**src/rtl/run_ctrl_if.sv**
```systemverilog
// run_ctrl_if: host/fetch-facing bundle of the program-launch sequencer.
//   master: drives req/addr/abort/pc/opcode, observes the status outputs.
//   slave : run_ctrl side; drives ack/busy/start/startAddress/done/haltPc/cycles/timeout.
interface run_ctrl_if #(
  parameter int unsigned ADDR_WIDTH = 16,
  parameter int unsigned CNT_WIDTH  = 16
);
  logic                  req;
  logic [ADDR_WIDTH-1:0] addr;
  logic                  abort;
  logic [ADDR_WIDTH-1:0] pc;
  logic [3:0]            opcode;
  logic                  ack;
  logic                  busy;
  logic                  start;
  logic [ADDR_WIDTH-1:0] startAddress;
  logic                  done;
  logic [ADDR_WIDTH-1:0] haltPc;
  logic [CNT_WIDTH-1:0]  cycles;
  logic                  timeout;

  modport master (
    output req, addr, abort, pc, opcode,
    input  ack, busy, start, startAddress, done, haltPc, cycles, timeout
  );

  modport slave (
    input  req, addr, abort, pc, opcode,
    output ack, busy, start, startAddress, done, haltPc, cycles, timeout
  );
endinterface

```
**src/rtl/run_ctrl.sv**
```systemverilog
// run_ctrl: program-launch sequencer upstream of fetch.
// Accepts a host run request, pulses fetch start for START_CYCLES cycles, then
// counts RUN cycles until the HALT opcode (or abort) and reports halt PC / count.
// Ports:
//   clk    system clock, rising edge
//   rst_n  asynchronous active-low reset
//   bus    run_ctrl_if.slave (req/addr/abort/pc/opcode in; ack/busy/start/
//          startAddress/done/haltPc/cycles/timeout out, all registered)
// Build option: define WATCHDOG_EN to end a RUN after WDOG_LIMIT cycles with
// timeout set; otherwise timeout stays 0 and WDOG_LIMIT is unused.
module run_ctrl #(
  parameter int unsigned ADDR_WIDTH   = 16,
  parameter int unsigned CNT_WIDTH    = 16,
  parameter int unsigned START_CYCLES = 2,
  parameter logic [3:0]  HALT_OPCODE  = 4'hF,
  parameter int unsigned WDOG_LIMIT   = 1000
) (
  input  logic        clk,
  input  logic        rst_n,
  run_ctrl_if.slave   bus
);

  localparam int unsigned LOAD_CNT_WIDTH = 4;
  localparam logic [LOAD_CNT_WIDTH-1:0] LoadLast = LOAD_CNT_WIDTH'(START_CYCLES - 1);
  localparam logic [CNT_WIDTH-1:0]      CntMax   = {CNT_WIDTH{1'b1}};

  typedef enum logic [1:0] {Idle, Load, Run, Done} state_t;

  state_t                    state, nextState;
  logic [LOAD_CNT_WIDTH-1:0] loadCnt, loadCntNxt;

  logic                  ack, ackNxt;
  logic                  busy, busyNxt;
  logic                  start, startNxt;
  logic [ADDR_WIDTH-1:0] startAddress, startAddressNxt;
  logic                  done, doneNxt;
  logic [ADDR_WIDTH-1:0] haltPc, haltPcNxt;
  logic [CNT_WIDTH-1:0]  cycles, cyclesNxt;
  logic                  timeout, timeoutNxt;

  logic isHalt;
  logic wdogHit;
  logic accept;

  assign isHalt = (bus.opcode == HALT_OPCODE);
  // abort in IDLE blocks acceptance of a simultaneous request
  assign accept = bus.req && !bus.abort;

`ifdef WATCHDOG_EN
  localparam logic [CNT_WIDTH-1:0] WdogCnt = CNT_WIDTH'(WDOG_LIMIT);
  // cycles already counts the current RUN cycle, so the limit trips in cycle WDOG_LIMIT
  assign wdogHit = (cycles >= WdogCnt);
`else
  localparam bit WdogIgnored = (WDOG_LIMIT != 0);
  assign wdogHit = WdogIgnored & 1'b0;
`endif

  // State and output registers
  always_ff @(posedge clk or negedge rst_n) begin
    if (!rst_n) begin
      state        <= Idle;
      loadCnt      <= '0;
      ack          <= 1'b0;
      busy         <= 1'b0;
      start        <= 1'b0;
      startAddress <= '0;
      done         <= 1'b0;
      haltPc       <= '0;
      cycles       <= '0;
      timeout      <= 1'b0;
    end else begin
      state        <= nextState;
      loadCnt      <= loadCntNxt;
      ack          <= ackNxt;
      busy         <= busyNxt;
      start        <= startNxt;
      startAddress <= startAddressNxt;
      done         <= doneNxt;
      haltPc       <= haltPcNxt;
      cycles       <= cyclesNxt;
      timeout      <= timeoutNxt;
    end
  end

  // Next-state logic; abort wins over HALT and the watchdog
  always_comb begin
    nextState  = state;
    loadCntNxt = loadCnt;
    case (state)
      Idle: begin
        if (accept) begin
          nextState  = Load;
          loadCntNxt = '0;
        end
      end
      Load: begin
        if (bus.abort) begin
          nextState = Idle;
        end else if (loadCnt == LoadLast) begin
          nextState = Run;
        end else begin
          loadCntNxt = loadCnt + LOAD_CNT_WIDTH'(1);
        end
      end
      Run: begin
        if (bus.abort) begin
          nextState = Idle;
        end else if (isHalt || wdogHit) begin
          nextState = Done;
        end
      end
      Done:    nextState = Idle;
      default: nextState = Idle;
    endcase
  end

  // Next values of the registered outputs
  always_comb begin
    ackNxt          = 1'b0;
    busyNxt         = (nextState == Load) || (nextState == Run);
    startNxt        = (nextState == Load);
    doneNxt         = 1'b0;
    startAddressNxt = startAddress;
    haltPcNxt       = haltPc;
    cyclesNxt       = cycles;
    timeoutNxt      = timeout;
    case (state)
      Idle: begin
        if (accept) begin
          ackNxt          = 1'b1;
          startAddressNxt = bus.addr;
          haltPcNxt       = '0;
          cyclesNxt       = '0;
          timeoutNxt      = 1'b0;
        end
      end
      Load: begin
        // entering RUN counts the first RUN cycle
        if (!bus.abort && nextState == Run) begin
          cyclesNxt = cycles + CNT_WIDTH'(1);
        end
      end
      Run: begin
        if (!bus.abort) begin
          if (isHalt) begin
            haltPcNxt = bus.pc;
            doneNxt   = 1'b1;
          end else if (wdogHit) begin
            haltPcNxt  = bus.pc;
            timeoutNxt = 1'b1;
            doneNxt    = 1'b1;
          end else if (cycles != CntMax) begin
            cyclesNxt = cycles + CNT_WIDTH'(1);
          end
        end
      end
      default: ;
    endcase
  end

  assign bus.ack          = ack;
  assign bus.busy         = busy;
  assign bus.start        = start;
  assign bus.startAddress = startAddress;
  assign bus.done         = done;
  assign bus.haltPc       = haltPc;
  assign bus.cycles       = cycles;
  assign bus.timeout      = timeout;

endmodule

```
**src/flat_wrapper.sv**
```systemverilog
// flat-port wrapper written by rule: the top's interface ports become plain ports
module run_ctrl_flat 
#(
  parameter int unsigned ADDR_WIDTH   = 16,
  parameter int unsigned CNT_WIDTH    = 16,
  parameter int unsigned START_CYCLES = 2,
  parameter logic [3:0]  HALT_OPCODE  = 4'hF,
  parameter int unsigned WDOG_LIMIT   = 1000
)
  (clk, rst_n, bus_req, bus_addr, bus_abort, bus_pc, bus_opcode, bus_ack, bus_busy, bus_start, bus_startAddress, bus_done, bus_haltPc, bus_cycles, bus_timeout);
  run_ctrl_if #(.ADDR_WIDTH(ADDR_WIDTH), .CNT_WIDTH(CNT_WIDTH)) bus_i ();
  input  logic clk;
  input  logic rst_n;
  input wire logic [$bits(bus_i.req)-1:0] bus_req;
  input wire logic [$bits(bus_i.addr)-1:0] bus_addr;
  input wire logic [$bits(bus_i.abort)-1:0] bus_abort;
  input wire logic [$bits(bus_i.pc)-1:0] bus_pc;
  input wire logic [$bits(bus_i.opcode)-1:0] bus_opcode;
  output wire logic [$bits(bus_i.ack)-1:0] bus_ack;
  output wire logic [$bits(bus_i.busy)-1:0] bus_busy;
  output wire logic [$bits(bus_i.start)-1:0] bus_start;
  output wire logic [$bits(bus_i.startAddress)-1:0] bus_startAddress;
  output wire logic [$bits(bus_i.done)-1:0] bus_done;
  output wire logic [$bits(bus_i.haltPc)-1:0] bus_haltPc;
  output wire logic [$bits(bus_i.cycles)-1:0] bus_cycles;
  output wire logic [$bits(bus_i.timeout)-1:0] bus_timeout;
  assign bus_i.req = bus_req;
  assign bus_i.addr = bus_addr;
  assign bus_i.abort = bus_abort;
  assign bus_i.pc = bus_pc;
  assign bus_i.opcode = bus_opcode;
  assign bus_ack = bus_i.ack;
  assign bus_busy = bus_i.busy;
  assign bus_start = bus_i.start;
  assign bus_startAddress = bus_i.startAddress;
  assign bus_done = bus_i.done;
  assign bus_haltPc = bus_i.haltPc;
  assign bus_cycles = bus_i.cycles;
  assign bus_timeout = bus_i.timeout;
  run_ctrl #(.ADDR_WIDTH(ADDR_WIDTH), .CNT_WIDTH(CNT_WIDTH), .START_CYCLES(START_CYCLES), .HALT_OPCODE(HALT_OPCODE), .WDOG_LIMIT(WDOG_LIMIT)) u_core (.clk(clk), .rst_n(rst_n), .bus(bus_i));
endmodule
```
**config.mk**
```make
export PLATFORM = sky130hd
export DESIGN_NAME = run_ctrl_flat
export DESIGN_NICKNAME = d
export VERILOG_FILES = /design/src/rtl/run_ctrl_if.sv /design/src/rtl/run_ctrl.sv /design/src/flat_wrapper.sv
export SDC_FILE = /design/constraint.sdc
export NUM_CORES = 1
export LEC_CHECK = 0
export ABC_CLOCK_PERIOD_IN_PS = 3320
export CORE_MARGIN = 2
export CORE_UTILIZATION = 46
export DETAILED_ROUTE_END_ITERATION = 16
export PLACE_DENSITY = 0.8
export SLEW_MARGIN = 20
export SYNTH_ARGS = -nofsm -noshare
export SYNTH_HDL_FRONTEND = slang
export SYNTH_SLANG_ARGS = --single-unit
```
**constraint.sdc**
```tcl
create_clock -name clk -period 3.32 [get_ports clk]
set_input_delay 0.83 -clock clk [delete_from_list [all_inputs] [get_ports clk]]
set_output_delay 0.83 -clock clk [all_outputs]
set_load 0.01 [all_outputs]
```
==> results of run 1 <==
## layer usage
metal | share of wire | wire length (um) | global-route usage
met5 | 0 | 0 | 0
met4 | 0.0077 | 55 | 0.05216
met3 | 0.071 | 509 | 0.05964
met2 | 0.49 | 3472 | 0.3468
met1 | 0.44 | 3116 | 0.2819
## metrics by stage
step                      instance area [um^2]  total power [mW]  utilization  TNS, ns  std cells
after floorplan                           2883             1.593            -        0        308
after global placement                    3874             2.074       0.6466  -0.9169        470
after detailed placement                  3874             2.112       0.6466   -1.856        470
after CTS                                 4078             2.771       0.6807        0        486
after global routing                      4091             2.931       0.6830        0        486
final                                     4091             2.766       0.6830        0        486
## worst max-delay path, delay by kind of cell (launching register included)
kind,cells,cell delay [ns]
AOI/OAI and AO/OA,5,1.19
buffers and inverters,2,0.15
and+or+nand+nor,4,0.90
adders and majority gates,2,0.31
DFF,1,0.40
## cells in the mapped netlist, drive strengths merged, types with 2 or more instances
master / number / area share
nand2b: 3 / 0.0091
buf: 8 / 0.024
nand2: 91 / 0.12
a21oi: 6 / 0.010
and4: 2 / 0.0061
and2: 4 / 0.010
o41ai: 2 / 0.0087
or3: 2 / 0.0043
nand4: 4 / 0.0087
dfrtp: 58 / 0.50
nor2: 13 / 0.017
ha: 10 / 0.043
nor4: 2 / 0.0065
xor2: 2 / 0.0061
o31ai: 15 / 0.044
o21ai: 11 / 0.019
a31oi: 2 / 0.0043
inv: 9 / 0.012
nor3: 3 / 0.0052
and3: 5 / 0.011
o21a: 2 / 0.0052
nand3: 27 / 0.051
nand3b: 2 / 0.0052
a211o: 2 / 0.0061
clkbuf: 8 / 0.010
## state kept, by name, indices dropped and copies added, names as in the netlist
register                 count
u_core.bus.done              1
u_core.bus.cycles           16
u_core.bus.haltPc           16
u_core.bus.ack               1
u_core.state                 2
u_core.bus.start             1
u_core.bus.busy              1
u_core.loadCnt               4
u_core.bus.startAddress     16
## timing repair
action	in CTS	in global routing
setup endpoints to repair	0	13
setup buffers	0	0
gates resized for setup	0	2
## cell type report
cell class,instances,area (um^2),area share
sequential,58,1451,0.3547
timing repair buffer,103,996.0,0.2434
clock buffer,10,137.6,0.03364
inverter,10,37.54,0.009174
tap,75,93.84,0.02294
multi-input combinational,224,1309,0.3199
clock inverter,6,66.31,0.01621
## final timing paths
kind	slack, ns	to
worst max register to register	0.26	u_core.bus.cycles[7]
worst max-delay path	0.26	u_core.bus.cycles[7]
worst min-delay path	0.43	u_core.bus.startAddress[1]
worst min register to register	0.47	u_core.bus.haltPc[12]
max in group asynchronous	2.24	u_core.bus.haltPc[10]
min in group clk	0.47	u_core.bus.haltPc[12]
## power breakdown
group / internal (mW) / leakage (nW) / switching [mW]
clock: 0.366 / 0.0945 / 0.290
combinational: 0.539 / 1.01 / 0.561
sequential: 0.881 / 0.770 / 0.129
total: 1.79 / 1.88 / 0.979
## cells by family after synthesis
group	count (synthesis)
buffers and inverters	26
AOI/OAI and AO/OA	48
adders and majority gates	10
and+or+nand+nor	163
DFF	58
other	1
xor gates and xnor gates	2
==> parameters.txt, run 1 <==
Parameter                              Value

Drt
  Final routed DRC violation total    0
  DRT antenna net count    0
  Number of detailed-route iterations in the first pass    4
  Routed wire length per instance    about 15 um
  Final wirelength    7.154 mm
  Iteration-0 DRC count of the detailed router    a little over 100
  Via total after detailed routing    2586
  DR vias/cell    about 5.3

Clock tree
  Clock insertion delay at the later pin of the skew report    0.33 ns
  Count of hold-fix buffers inserted at cts    0
  CTS tree    yes
  Inserted Clock Buffers    9
  Maximum clock insertion buffer count    2
  Register clock-pin slew on the reported worst setup and hold paths    0.07 ns
  Maximum level of the CTS H-tree    3
  Clock root buffer    sky130_fd_sc_hd__clkbuf_8
  Clock Sink Count    58

Final layout
  Count of antenna diodes in the layout    0
  Top library cells by usage in the layout, fill and taps aside    sky130_fd_sc_hd__clkdlybuf4s50_1, sky130_fd_sc_hd__nand2_1, sky130_fd_sc_hd__dfrtp_1
  Post-layout net count    456
  Signed area change from the synthesized netlist to the final layout    41.93%
  Share of final-layout standard cells stronger than drive strength 1    0.1046
  Count of filler cells inserted in the layout    468
  Most common library cell in the layout ignoring fill and taps    sky130_fd_sc_hd__clkdlybuf4s50_1

STA
  Setup-failing EPs final    0
  Fmax    approximately 330 MHz
  Tightest Pin Transition    0.5300 ns
  Final hold violation count    0
  Unrepaired setup endpoints after global routing    no
  Final Hold Slack    0.4296 ns
  Post-layout worst setup margin    0.2595 ns
  Crit share post-route    0.9218
  Final slew viol count    0
  Worst slew slack as a fraction of its limit    0.6467
  Minimum clock period    3.060 ns
  Final worst clock skew    between 0.007 and 0.008 ns

Floorplanning
  Die Height    83.17 um
  Die width    83.17 um
  Number of top-level design ports    93
  Starting density of the core    0.4812
  Site Rows    28
  Core Region    5991 um^2
  Area enclosed by the die boundary    6916 um^2

Synthesis
  Synth Register Bits    58
  Multiplexer share of the synthesized area    0
  Simple-Gate Fraction of Synth Area    0.2687
  Synthesized-area fraction occupied by adder cells    0.04340
  Combinational family with the most area after synthesis    simple AND/OR/NAND/NOR gates
  Predominant post-synthesis flop cell    sky130_fd_sc_hd__dfrtp_1
  XOR/XNOR Fraction of Synth Area    0.006076
  Synth async-reset ratio    1.000
  Number of warnings printed during yosys synthesis    0
  Syn avg cell area    9.360 um^2
  Cells after Synth    308
  Area of the mapped netlist    2883 um^2
  Post-synthesis sequential area ratio    0.5035
  Fraction of the mapped netlist area in compound gates    0.1298
  Post-synthesis cell type count    51
  Net Count, Synth    358
  Post-synth EDFFs    0

Setup path
  Maximum fanout along the worst path    10
  Reg-to-Reg Start    u_core.loadCnt[1]
  Crit-path max cell delay    0.44 ns
  Critical path startpoint category    flop
  Ordered list of cells on the worst path    inv_1, ha_1, or3b_2, a21oi_1, nor2_1, o21ai_0, o21a_1, ha_1, inv_1, a2111oi_4, and2_2, nand2_2, o31ai_1
  Start-to-end type of the worst setup path    reg2reg
  Worst setup path startpoint    u_core.loadCnt[1]
  Slowest stage cell on the critical path    sky130_fd_sc_hd__or3b_2
  Critical path endpoint category    flop
  Required time of the critical path    approximately 3.5 ns
  Cell count of the worst reg-to-reg path    13
  Crit path arrival time    3.28 ns

Place
  Routability Congestion    between 0.8 and 0.9
  Number of buffers inserted by port buffering    91
  Worst setup timing slack at the placement stage    -0.1692 ns
  Detailed Place HPWL    5.103 mm

Global routing
  Total routing usage reported by global routing    0.2126
  Pin count of the biggest net entering global routing    24
  Number of antenna violations at the first check in global routing    0
  Remaining global-route overflow    0
  First-pass GRT wire length    around 12 mm
  Via count of the first global-routing pass    2522

Power and ir drop
  Power Density    675.9 nW/um^2
  Leakage power    1.877 nW
  Peak supply drop    0.4444 mV

Outcome
  Result of the run    completed

Flow run
  Number of max-cap violations    0

Min path
  Worst hold path type    in2async
(Power assumes the default switching activity.)
==> run 2, diff against run 1 <==
Settings changed: CORE_MARGIN 2 to 10, PLACE_DENSITY 0.8 to not set, PLACE_DENSITY_LB_ADDON set to 0.3.
==> run 2 against run 1 <==
  * Maximum frequency about the same
  * Clock skew about the same
  * Total power grew 0.85%
  * Critical path depth down 2
  * Clock power increased by 0.8%
  * Count of clock-buffer cells in the layout up 2
  * Die area rose by 42%
  * Combinational power is essentially flat
  * Non-clock buffer count decreased by 1
  * Critical path type is now in2reg
  * Critical endpoint is now u_core.bus.cycles[8]
==> parameters.txt, run 2 (synthesis gave the netlist of run 1 again) <==
Parameter                              Value

Outcome
  Result of the run    completed (unchanged)

Clock tree
  Inserted Clock Buffers    9 (unchanged)
  Maximum clock insertion buffer count    2 (unchanged)
  Count of hold-fix buffers inserted at cts    0 (unchanged)
  Maximum level of the CTS H-tree    3 (unchanged)
  Register clock-pin slew on the reported worst setup and hold paths    0.07 ns (about the same)
  Clock Sink Count    58 (unchanged)
  Post-CTS repair timing setup buffer count    0 (unchanged)
  Clock insertion delay at the later pin of the skew report    0.33 ns (about the same)
  CTS tree    yes (unchanged)
  Clock root buffer    sky130_fd_sc_hd__clkbuf_8 (unchanged)

Power and ir drop
  Leakage power    1.877 nW (about the same)
  Post-layout power    2.789 mW (was 2.766 mW)
  Power Density    682.8 nW/um^2 (was 675.9 nW/um^2)
  Peak supply drop    0.3453 mV (was 0.4444 mV)

Setup path
  Levels on crit path    11 (was 13)
  Number of buffers and inverters on the critical path    2 (unchanged)
  Crit path arrival time    3.28 ns (about the same)
  Required time of the critical path    3.54 ns (about the same)
  Cell count of the worst reg-to-reg path    13 (unchanged)
  Start-to-end type of the worst setup path    in2reg (was reg2reg)
  Crit-path max cell delay    0.45 ns (was 0.44 ns)
  Ordered list of cells on the worst path    clkdlybuf4s50_1, and3_1, nand3_1, and2_1, o41ai_2, ha_1, inv_1, a2111oi_4, and2_2, nand2_2, o31ai_1 (was inv_1, ha_1, or3b_2, a21oi_1, nor2_1, o21ai_0, o21a_1, ha_1, inv_1, a2111oi_4, and2_2, nand2_2, o31ai_1)
  Critical path endpoint category    flop (unchanged)
  Cell family with the largest share of critical-path delay    compound AO/OA/AOI/OAI gates (unchanged)
  Maximum fanout along the worst path    10 (unchanged)
  Critical path startpoint category    input pin (was flop)
  Slowest stage cell on the critical path    sky130_fd_sc_hd__clkdlybuf4s50_1 (was sky130_fd_sc_hd__or3b_2)

Floorplanning
  Die Height    99.17 um (was 83.17 um)
  Starting density of the core    0.4812 (unchanged)
  Die width    99.17 um (was 83.17 um)
  Site Rows    28 (unchanged)
  Core Region    5991 um^2 (unchanged)
  Number of top-level design ports    93 (unchanged)
  Area enclosed by the die boundary    9834 um^2 (was 6916 um^2)

Final layout
  Most common library cell in the layout ignoring fill and taps    sky130_fd_sc_hd__clkdlybuf4s50_1 (unchanged)
  Count of filler cells inserted in the layout    469 (was 468)
  Top Registers    u_core.bus.cycles: 16 flops, u_core.bus.haltPc: 16 flops, u_core.bus.startAddress: 16 flops (unchanged)
  Share of final-layout standard cells stronger than drive strength 1    0.1000 (was 0.1046)
  Post-route cell area    4085 um^2 (was 4091 um^2)
  Signed area change from the synthesized netlist to the final layout    41.71% (was 41.93%)
  Final non-filler cell total    485 (was 486)
  Count of antenna diodes in the layout    0 (unchanged)
  Top library cells by usage in the layout, fill and taps aside    sky130_fd_sc_hd__clkdlybuf4s50_1, sky130_fd_sc_hd__nand2_1, sky130_fd_sc_hd__dfrtp_1 (unchanged)
  Post-layout net count    455 (was 456)

Min path
  Hold path cells    2
  Worst hold path type    reg2reg (was in2async)

Drt
  Iteration-0 DRC count of the detailed router    84 (was 102)
  Via total after detailed routing    2556 (was 2586)
  Routed wire length per instance    16.55 um (was 14.72 um)
  Final routed DRC violation total    0 (unchanged)
  Final wirelength    8.028 mm (was 7.154 mm)
  DR vias/cell    5.270 (was 5.321)
  Number of detailed-route iterations in the first pass    4 (unchanged)
  DRT antenna net count    0 (unchanged)

STA
  Final hold violation count    0 (unchanged)
  Tightest Pin Transition    0.5820 ns (was 0.5300 ns)
  Minimum clock period    3.060 ns (about the same)
  Worst slew slack as a fraction of its limit    0.6120 (was 0.6467)
  Crit share post-route    0.9218 (about the same)
  Final worst clock skew    0.007724 ns (was 0.007991 ns)
  Final slew viol count    0 (unchanged)
  Setup-failing EPs final    0 (unchanged)
  Setup total negative slack    0 ns (unchanged)
  Fmax    326.7 MHz (about the same)

Global routing
  Total routing usage reported by global routing    0.1597 (was 0.2126)
  Via count of the first global-routing pass    2591 (was 2522)
  First-pass GRT wire length    12.92 mm (was 12.09 mm)
  Pin count of the biggest net entering global routing    34 (was 24)
  Number of antenna violations at the first check in global routing    0 (unchanged)
  Remaining global-route overflow    0 (unchanged)

Place
  Detailed Place HPWL    5.895 mm (was 5.103 mm)
  Placed instance area    3866 um^2 (was 3874 um^2)
  Placed cell count    469 (was 470)
  Number of buffers inserted by port buffering    91 (unchanged)
  Routability Congestion    0.8157 (was 0.8948)

Flow run
  Number of max-cap violations    0 (unchanged)
[run 2: changes by cell type in the layout (fill, tap and decap cells not counted), sizes merged]
| cell | previous run | this run |
|---|---|---|
| clkinv | 3 | 2 |
| buf | 13 | 12 |
| clkinvlp | 3 | 2 |
| clkbuf | 10 | 12 |
[run 2: stage by stage]
step           setup slack [ns]  hold WS (ns)  utilization
2_1_floorplan            0.2258        0.5062            -
3_3_place_gp           -0.09604        0.4488       0.6454
3_5_place_dp            -0.1644        0.4561       0.6454
4_1_cts                  0.1641        0.4712       0.6796
5_1_grt                -0.04559        0.5001       0.6819
6_report                 0.2595        0.4667       0.6819
[run 2: cell type report]
class | instances | area [um^2] | share of cell area
Multi-Input combinational cell | 224 | 1309 | 0.3204
Inverter | 10 | 37.54 | 0.009188
Clock buffer | 12 | 155.1 | 0.03798
Tap cell | 75 | 93.84 | 0.02297
Clock inverter | 4 | 50.05 | 0.01225
Sequential cell | 58 | 1451 | 0.3553
Timing Repair Buffer | 102 | 988.4 | 0.2420
[run 2: what timing repair did]
action	4_1_cts	5_1_grt
resized for setup	0	2
endpoints found under the setup margin	0	10
endpoints found under the hold margin	0	0
[run 2: final timing paths]
check / start / to / slack, ns
worst min register to register: u_core.bus.haltPc[9] / u_core.bus.haltPc[9] / 0.47
worst max-delay path: bus_opcode[1] / u_core.bus.cycles[8] / 0.26
min in group asynchronous: rst_n / u_core.state[0] / 0.49
worst min-delay path: u_core.bus.haltPc[9] / u_core.bus.haltPc[9] / 0.47
worst max register to register: u_core.loadCnt[1] / u_core.bus.cycles[8] / 0.27
max in group asynchronous: rst_n / u_core.bus.haltPc[8] / 1.99
[run 2: tightest hold or removal path: stages (launching register included)]
cell,delay (ns)
sky130_fd_sc_hd__dfrtp_1,0.34
sky130_fd_sc_hd__nand2_1,0.05
sky130_fd_sc_hd__nand2_1,0.05
[run 2: routing by layer]
layer  wire (um)  part of all wire  up-vias  global-route usage
li1            -                 -     1247                   -
met1        3433              0.43     1229              0.1927
met2        3987              0.50       71              0.2695
met3         533             0.066        9             0.04429
met4          72            0.0090        0             0.04961
met5           0                 0        -                   0
[run 2: power by group]
group | leakage (nW) | switching, mW | internal [mW]
Clock | 0.0986 | 0.275 | 0.386
Sequential | 0.770 | 0.134 | 0.881
Combinational | 1.01 | 0.575 | 0.537
Total | 1.88 | 0.985 | 1.80
